## config.mk

```make
export PLATFORM = sky130hd
export DESIGN_NAME = sobol_rng_flat
export DESIGN_NICKNAME = d
export VERILOG_FILES = /design/src/rtl/sobol_rng_pkg.sv /design/src/rtl/sobol_rng_if.sv /design/src/rtl/sobol_rng_lsz.sv /design/src/rtl/sobol_rng.sv /design/src/flat_wrapper.sv
export SDC_FILE = /design/constraint.sdc
export NUM_CORES = 1
export LEC_CHECK = 0
export ABC_AREA = 1
export BUFFER_PORTS_ARGS = -buffer_cell sky130_fd_sc_hd__buf_2
export CAP_MARGIN = 10
export CORE_AREA = 8 8 139 141
export CTS_CLUSTER_DIAMETER = 40
export DETAILED_ROUTE_END_ITERATION = 12
export DIE_AREA = 0 0 147 149
export PLACE_DENSITY = 0.36
export SLEW_MARGIN = 15
export SYNTH_ARGS = -nofsm -noshare
export SYNTH_HDL_FRONTEND = slang
export SYNTH_HIERARCHICAL = 1
export SYNTH_SLANG_ARGS = --single-unit
export TNS_END_PERCENT = 50
```

## constraint.sdc

```tcl
create_clock -name clk -period 2 [get_ports clk]
set_input_delay 0.1 -clock clk [delete_from_list [all_inputs] [get_ports clk]]
set_output_delay 0.1 -clock clk [all_outputs]
set_load 0.05 [all_outputs]
```

## src/rtl/sobol_rng_pkg.sv

```systemverilog
// Shared definitions for the Sobol sequence generator: width defaults,
// direction-vector type and the van der Corput reset table.
package sobol_rng_pkg;

    localparam int INWD_DEF = 8;
    localparam int INWD_MAX = 10;

    typedef logic [INWD_MAX-1:0] dir_vec_t;

    // Van der Corput direction k for a width-bit generator: a single bit
    // walking down from the MSB, so the sequence is the bit-reversed count.
    function automatic dir_vec_t vdc_dir(input int width, input int k);
        return dir_vec_t'(1) << (width - 1 - k);
    endfunction

endpackage

```

## src/rtl/sobol_rng_if.sv

```systemverilog
// Control, direction-programming and output stream signals of sobol_rng.
interface sobol_rng_if
    import sobol_rng_pkg::*;
#(
    parameter int INWD    = INWD_DEF,
    parameter int LOGINWD = $clog2(INWD)
);

    logic               en;
    logic               clear;
    logic               dir_we;
    logic [LOGINWD-1:0] dir_addr;
    logic [INWD-1:0]    dir_wdata;
    logic               out_valid;
    logic               out_ready;
    logic [INWD-1:0]    out_rnd;
    logic               out_last;

    modport master (
        output en, clear, dir_we, dir_addr, dir_wdata, out_ready,
        input  out_valid, out_rnd, out_last
    );

    modport slave (
        input  en, clear, dir_we, dir_addr, dir_wdata, out_ready,
        output out_valid, out_rnd, out_last
    );

endinterface

```

## src/rtl/sobol_rng_lsz.sv

```systemverilog
// Index of the least significant zero bit of a vector; returns 0 when the
// vector is all ones (callers detect that case separately).
module sobol_rng_lsz
    import sobol_rng_pkg::*;
#(
    parameter int WIDTH = INWD_DEF,
    parameter int IDXW  = $clog2(WIDTH)
) (
    input  logic [WIDTH-1:0] vec_i,
    output logic [IDXW-1:0]  idx_o
);

    // NOTE: idx_o gets a default before the loop so every path assigns it;
    // without it this block would infer a latch.
    always_comb begin
        idx_o = '0;
        for (int i = WIDTH - 1; i >= 0; i--) begin
            if (!vec_i[i]) begin
                idx_o = IDXW'(i);
            end
        end
    end

endmodule

```

## src/rtl/sobol_rng.sv

```systemverilog
// Streaming Sobol sample generator: counter, programmable direction table
// and a valid/ready output register stage.
module sobol_rng
    import sobol_rng_pkg::*;
#(
    parameter int INWD    = INWD_DEF,
    parameter int LOGINWD = $clog2(INWD)
) (
    input  logic       clk,
    input  logic       rst,
    sobol_rng_if.slave bus
);

    logic [INWD-1:0]    dir_q [INWD];
    logic [INWD-1:0]    cnt_q, cnt_d;
    logic [INWD-1:0]    rnd_q, rnd_d;
    logic               valid_q, valid_d;
    logic               last_q, last_d;

    logic [INWD-1:0]    cnt_next;
    logic [INWD-1:0]    rnd_next;
    logic [LOGINWD-1:0] lsz;
    logic               all_ones;
    logic               xfer;
    logic [31:0]        addr_ext;
    logic               addr_ok;

    sobol_rng_lsz #(
        .WIDTH (INWD),
        .IDXW  (LOGINWD)
    ) u_lsz (
        .vec_i (cnt_q),
        .idx_o (lsz)
    );

    assign all_ones = &cnt_q;
    assign xfer     = valid_q && bus.out_ready;
    assign addr_ext = 32'(bus.dir_addr);
    assign addr_ok  = addr_ext < 32'(INWD);

    always_comb begin
        if (all_ones) begin
            cnt_next = '0;
            rnd_next = '0;
        end else begin
            cnt_next = cnt_q + INWD'(1);
            rnd_next = rnd_q ^ dir_q[lsz];
        end
    end

    // clear outranks a transfer; a held sample stays put until accepted.
    always_comb begin
        cnt_d   = cnt_q;
        rnd_d   = rnd_q;
        valid_d = valid_q;
        if (bus.clear) begin
            cnt_d   = '0;
            rnd_d   = '0;
            valid_d = 1'b0;
        end else if (xfer) begin
            cnt_d   = cnt_next;
            rnd_d   = rnd_next;
            valid_d = bus.en;
        end else if (!valid_q && bus.en) begin
            valid_d = 1'b1;
        end
        last_d = (&cnt_d) && valid_d;
    end

    // NOTE: state registers use non-blocking assignments so every flop
    // samples pre-edge values, independent of statement order.
    always_ff @(posedge clk) begin
        if (rst) begin
            cnt_q   <= '0;
            rnd_q   <= '0;
            valid_q <= 1'b0;
            last_q  <= 1'b0;
        end else begin
            cnt_q   <= cnt_d;
            rnd_q   <= rnd_d;
            valid_q <= valid_d;
            last_q  <= last_d;
        end
    end

    // NOTE: the direction table is a register file, not a RAM, so it can and
    // must be reset: the sequence has to be usable without programming.
    always_ff @(posedge clk) begin
        if (rst) begin
            for (int k = 0; k < INWD; k++) begin
                dir_q[k] <= INWD'(vdc_dir(INWD, k));
            end
        end else if (bus.dir_we && addr_ok) begin
            dir_q[bus.dir_addr] <= bus.dir_wdata;
        end
    end

    assign bus.out_valid = valid_q;
    assign bus.out_rnd   = rnd_q;
    assign bus.out_last  = last_q;

endmodule

```

## src/flat_wrapper.sv

```systemverilog
// flat-port wrapper written by rule: the top's interface ports become plain ports
module sobol_rng_flat import sobol_rng_pkg::*;
#(
    parameter int INWD    = INWD_DEF,
    parameter int LOGINWD = $clog2(INWD)
)
  (clk, rst, bus_en, bus_clear, bus_dir_we, bus_dir_addr, bus_dir_wdata, bus_out_ready, bus_out_valid, bus_out_rnd, bus_out_last);
  sobol_rng_if #(.INWD(INWD), .LOGINWD(LOGINWD)) bus_i ();
  input  logic clk;
  input  logic rst;
  input wire logic [$bits(bus_i.en)-1:0] bus_en;
  input wire logic [$bits(bus_i.clear)-1:0] bus_clear;
  input wire logic [$bits(bus_i.dir_we)-1:0] bus_dir_we;
  input wire logic [$bits(bus_i.dir_addr)-1:0] bus_dir_addr;
  input wire logic [$bits(bus_i.dir_wdata)-1:0] bus_dir_wdata;
  input wire logic [$bits(bus_i.out_ready)-1:0] bus_out_ready;
  output wire logic [$bits(bus_i.out_valid)-1:0] bus_out_valid;
  output wire logic [$bits(bus_i.out_rnd)-1:0] bus_out_rnd;
  output wire logic [$bits(bus_i.out_last)-1:0] bus_out_last;
  assign bus_i.en = bus_en;
  assign bus_i.clear = bus_clear;
  assign bus_i.dir_we = bus_dir_we;
  assign bus_i.dir_addr = bus_dir_addr;
  assign bus_i.dir_wdata = bus_dir_wdata;
  assign bus_i.out_ready = bus_out_ready;
  assign bus_out_valid = bus_i.out_valid;
  assign bus_out_rnd = bus_i.out_rnd;
  assign bus_out_last = bus_i.out_last;
  sobol_rng #(.INWD(INWD), .LOGINWD(LOGINWD)) u_core (.clk(clk), .rst(rst), .bus(bus_i));
endmodule
```

==> impl_metrics.csv <==
group,metric,value,unit
hold_path,whs_path_depth,5,
sta,setup_violations,0,
clocking,cts_root_buf,"clkbuf_16",
floorplan,die_h,149,µm
power,power_density,845.2,mW/mm²
cells_and_area,area.growth.synth_to_final,19.96,%
synthesis,syn-num-nets,542,
synthesis,avgSynthCellArea,7.990,µm²
synthesis,synth_mux_area_share,0,%
synthesis,synthCells,524,
synthesis,synth_area,0.004187,mm²
power,pwr-share-clk,47.6,%
synthesis,synth_edf_count,64,
hold_path,holdPathEnd,"u_core/bus.out_valid$_SDFF_PP0_",
clocking,clkLatencyLatePin,0.34,ns
setup_path,criticalPathCategory,"flip-flop to flip-flop",
synthesis,synth_flop_cell,"edfxtp_1",
hold_path,worstHoldStart,"bus_en",
power,peakVddDrop,414.2,µV
cells_and_area,drive_above_1_share,13.56,%
route,postRouteAntennaNets,0,
setup_path,path_max_fanout,8,
sta,worstMarginPinSlew,0.5302,ns
cells_and_area,num-fill-cells,1865,
power,p_sw,912.5,µW
placed_design,place_area,0.004559,mm²
sta,fin_skew,0.007763,ns
clocking,cts_num_sinks,82,
synthesis,yosysWarnings,6,
placed_design,gp_congestion,0.7949,
cells_and_area,fin_nets,581,
synthesis,synth_area_leader_cell,"edfxtp_1",
power,p_leak,2.225,nW
setup_path,cp_top_family,"simple AND/OR/NAND/NOR gates",
synthesis,synth-xor-area-share,0.2092,%
global_route,grt_pass1_vias,3399,
cells_and_area,final_common_cell,"nand2_1",
route,drt_iter0_markers,278,
setup_path,r2r-end,"u_core/bus.out_rnd[4]$_SDFFE_PP0N_",
clocking,cts_buffer_depth,2,
synthesis,synth_top_family_by_area,"simple AND/OR/NAND/NOR gates",
setup_path,reg2reg_depth,16,
clocking,numCtsBuffers,9,
clocking,clkTransAtPathRegs,0.06,ns
setup_path,path_common_cell,"nand2_1",
sta,min_period_over_period,94.46,%
route,wl_per_cell,15.60,µm
global_route,grt_first_pass_wirelength,18980,µm
global_route,grt_max_degree,34,
setup_path,critPathBufInv,3,
floorplan,core_area,0.01706,mm²
synthesis,synth-async-reset-ratio,0,%
power,seq_power_share,46.0,%
route,wl,12370,µm
placed_design,dp.cells,771,
outcome,outcome,"completed",
setup_path,cp_cell_sequence,"nand2_1 -> nand2_1 -> nand2_1 -> nand2_1 -> nand2_1 -> a21oi_4 -> buf_4 -> clkbuf_16 -> nand2_1 -> nand2_1 -> nand2_1 -> nand3_1 -> nand3_1 -> nand2_1 -> inv_1 -> nor2_1",
route,firstDrtPassIters,6,
sta,maxSlewViolCount,0,
synthesis,yosysSeqAreaShare,54.51,%
clocking,htreeDepth,3,
placed_design,port_buffers,26,
power,totalPowerFinal,4.245,mW
synthesis,synth.distinct_cells,27,
synthesis,synth_simple_gate_area_share,31.41,%
synthesis,yosys-top-cells-area,"edfxtp_1, nand2_1, inv_1",
cells_and_area,stdcell_area,0.005022,mm²
setup_path,cp.required,2.29,ns
route,vias_per_cell,4.294,
global_route,grt-ovfl-total,0,
floorplan,dieWidth,147,µm
power,p_sw_share,21.50,%
run,maxCapViolCount,0,
sta,hold_viol,0,
floorplan,dieArea,0.02190,mm²
floorplan,ios,27,
placed_design,dp_hpwl,8793,µm
power,internal-power,3.332,mW
clocking,cts_hold_buf,0,
synthesis,synth_top_area_share,45.91,%
setup_path,regToRegSetupSlack,0.11,ns
cells_and_area,final_cell_mix,"nand2_1, inv_1, nor2_1, edfxtp_1, nand3_1",
setup_path,cp_data_arrival_time,2.18,ns
global_route,antenna_found_initial,0,
route,num_vias,3405,
synthesis,synth_compound_area_share,0.8966,%
sta,period_needed,1.889,ns
setup_path,slowest_delay,0.37,ns
cells_and_area,diodes,0,
setup_path,crit_path_top_delay_cell,"dfxtp_1",
cells_and_area,final_cells,793,
sta,whs,0.04802,ns
floorplan,start_util,24.55,%
global_route,gr-usage-all-layers,11.50,%
synthesis,synthAdderAreaFrac,0.2989,%
sta,relSlewSlack,64.62,%
power,comb_power_share,6.4,%
clocking,cts_tree,"done",
sta,max_freq,529.3,MHz
hold_path,hold_class,"input pin to flip-flop",
setup_path,r2r_start,"u_core/cnt_q[6]$_SDFF_PP0_",
floorplan,std_cell_rows,48,
synthesis,ys_ff_latch,82,
setup_path,startpoint_type,"flip-flop",
route,remaining_drc_errors,0,
setup_path,crit_path_end_kind,"flip-flop",
-- layout make-up --
type,instances,area (µm²),share of cell area (%)
Tap cell,225,281.5,5.605
Sequential cell,82,2282,45.44
Clock inverter,6,128.9,2.566
Timing Repair Buffer,41,290.3,5.780
Inverter,107,419.2,8.346
Clock buffer,10,229.0,4.559
Multi-Input combinational cell,322,1391,27.70
-- per-stage QoR --
step | util (%) | TNS [ns] | worst slack [ns]
CTS | 28.83 | 0 | 0.1081
detailed placement | 26.73 | 0 | 0.1352
global placement | 26.73 | 0 | 0.1431
finish | 29.45 | 0 | 0.1109
floorplan | - | 0 | 0.5033
global route | 29.45 | -0.03706 | -0.009772
-- worst min-delay path, stage by stage --
cell	delay, ns
buf_2	0.07
inv_1	0.03
nand2_1	0.06
nand2_1	0.06
inv_1	0.05
-- flip-flops by register name, indices dropped and copies added (netlist names) --
register / cells
u_core/bus.out_valid: 1
u_core/dir_q: 64
u_core/bus.out_last: 1
u_core/bus.out_rnd: 8
u_core/cnt_q: 8
-- layer usage --
| layer | wire (µm) | GRT usage, % | share of wire [%] | up-vias |
|---|---|---|---|---|
| met5 | 0 | 0 | 0 | - |
| met4 | 323 | 5.915 | 2.6 | 0 |
| met3 | 426 | 2.215 | 3.4 | 21 |
| met2 | 5379 | 17.53 | 43 | 73 |
| met1 | 6238 | 15.27 | 50 | 1609 |
| li1 | - | - | - | 1702 |
-- how the worst max path moves through the flow --
stage,from,end,slack [ns],cells after the start
2_1_floorplan,u_core/cnt_q[6]$_SDFF_PP0_,u_core/bus.out_rnd[0]$_SDFFE_PP0N_,0.50,15
3_3_place_gp,u_core/cnt_q[6]$_SDFF_PP0_,u_core/bus.out_rnd[5]$_SDFFE_PP0N_,0.14,16
3_5_place_dp,u_core/cnt_q[6]$_SDFF_PP0_,u_core/bus.out_rnd[3]$_SDFFE_PP0N_,0.14,15
4_1_cts,u_core/cnt_q[6]$_SDFF_PP0_,u_core/bus.out_rnd[3]$_SDFFE_PP0N_,0.11,15
5_1_grt,u_core/cnt_q[6]$_SDFF_PP0_,u_core/bus.out_rnd[7]$_SDFFE_PP0N_,-0.01,15
6_report,u_core/cnt_q[6]$_SDFF_PP0_,u_core/bus.out_rnd[4]$_SDFFE_PP0N_,0.11,16
-- power by group through the flow --
stage | registers (mW) | clock network [mW] | logic, mW
global route | 1.96 | 2.15 | 0.308
detailed placement | 1.99 | 0 | 0.268
CTS | 1.95 | 2.09 | 0.269
global placement | 1.99 | 0 | 0.271
floorplan | 1.98 | 0 | 0.155
finish | 1.95 | 2.02 | 0.273
-- synth_stat cells (all sizes together), types with 2 or more instances --
cell type	number
nand2	149
inv	107
nor2	94
edfxtp	64
nand3	59
dfxtp	18
buf	13
nand4	9
a21oi	2
nor3	2
o21ai	2
-- logic make-up (layout without fill, tap and decap cells) --
kind of cell / after synthesis / after routing
XOR/XNOR: 1 / 1
AO/OA/AOI/OAI: 6 / 6
AND/OR/NAND/NOR: 314 / 314
adder cells (fa/ha/maj): 1 / 1
flip-flops: 82 / 82
buffers and inverters: 120 / 164
-- timing repair --
item,CTS,global route
setup endpoints to repair,0,7
resized for setup,0,6
setup buffers,0,4
Note: power is estimated with default switching activity, not from simulation.
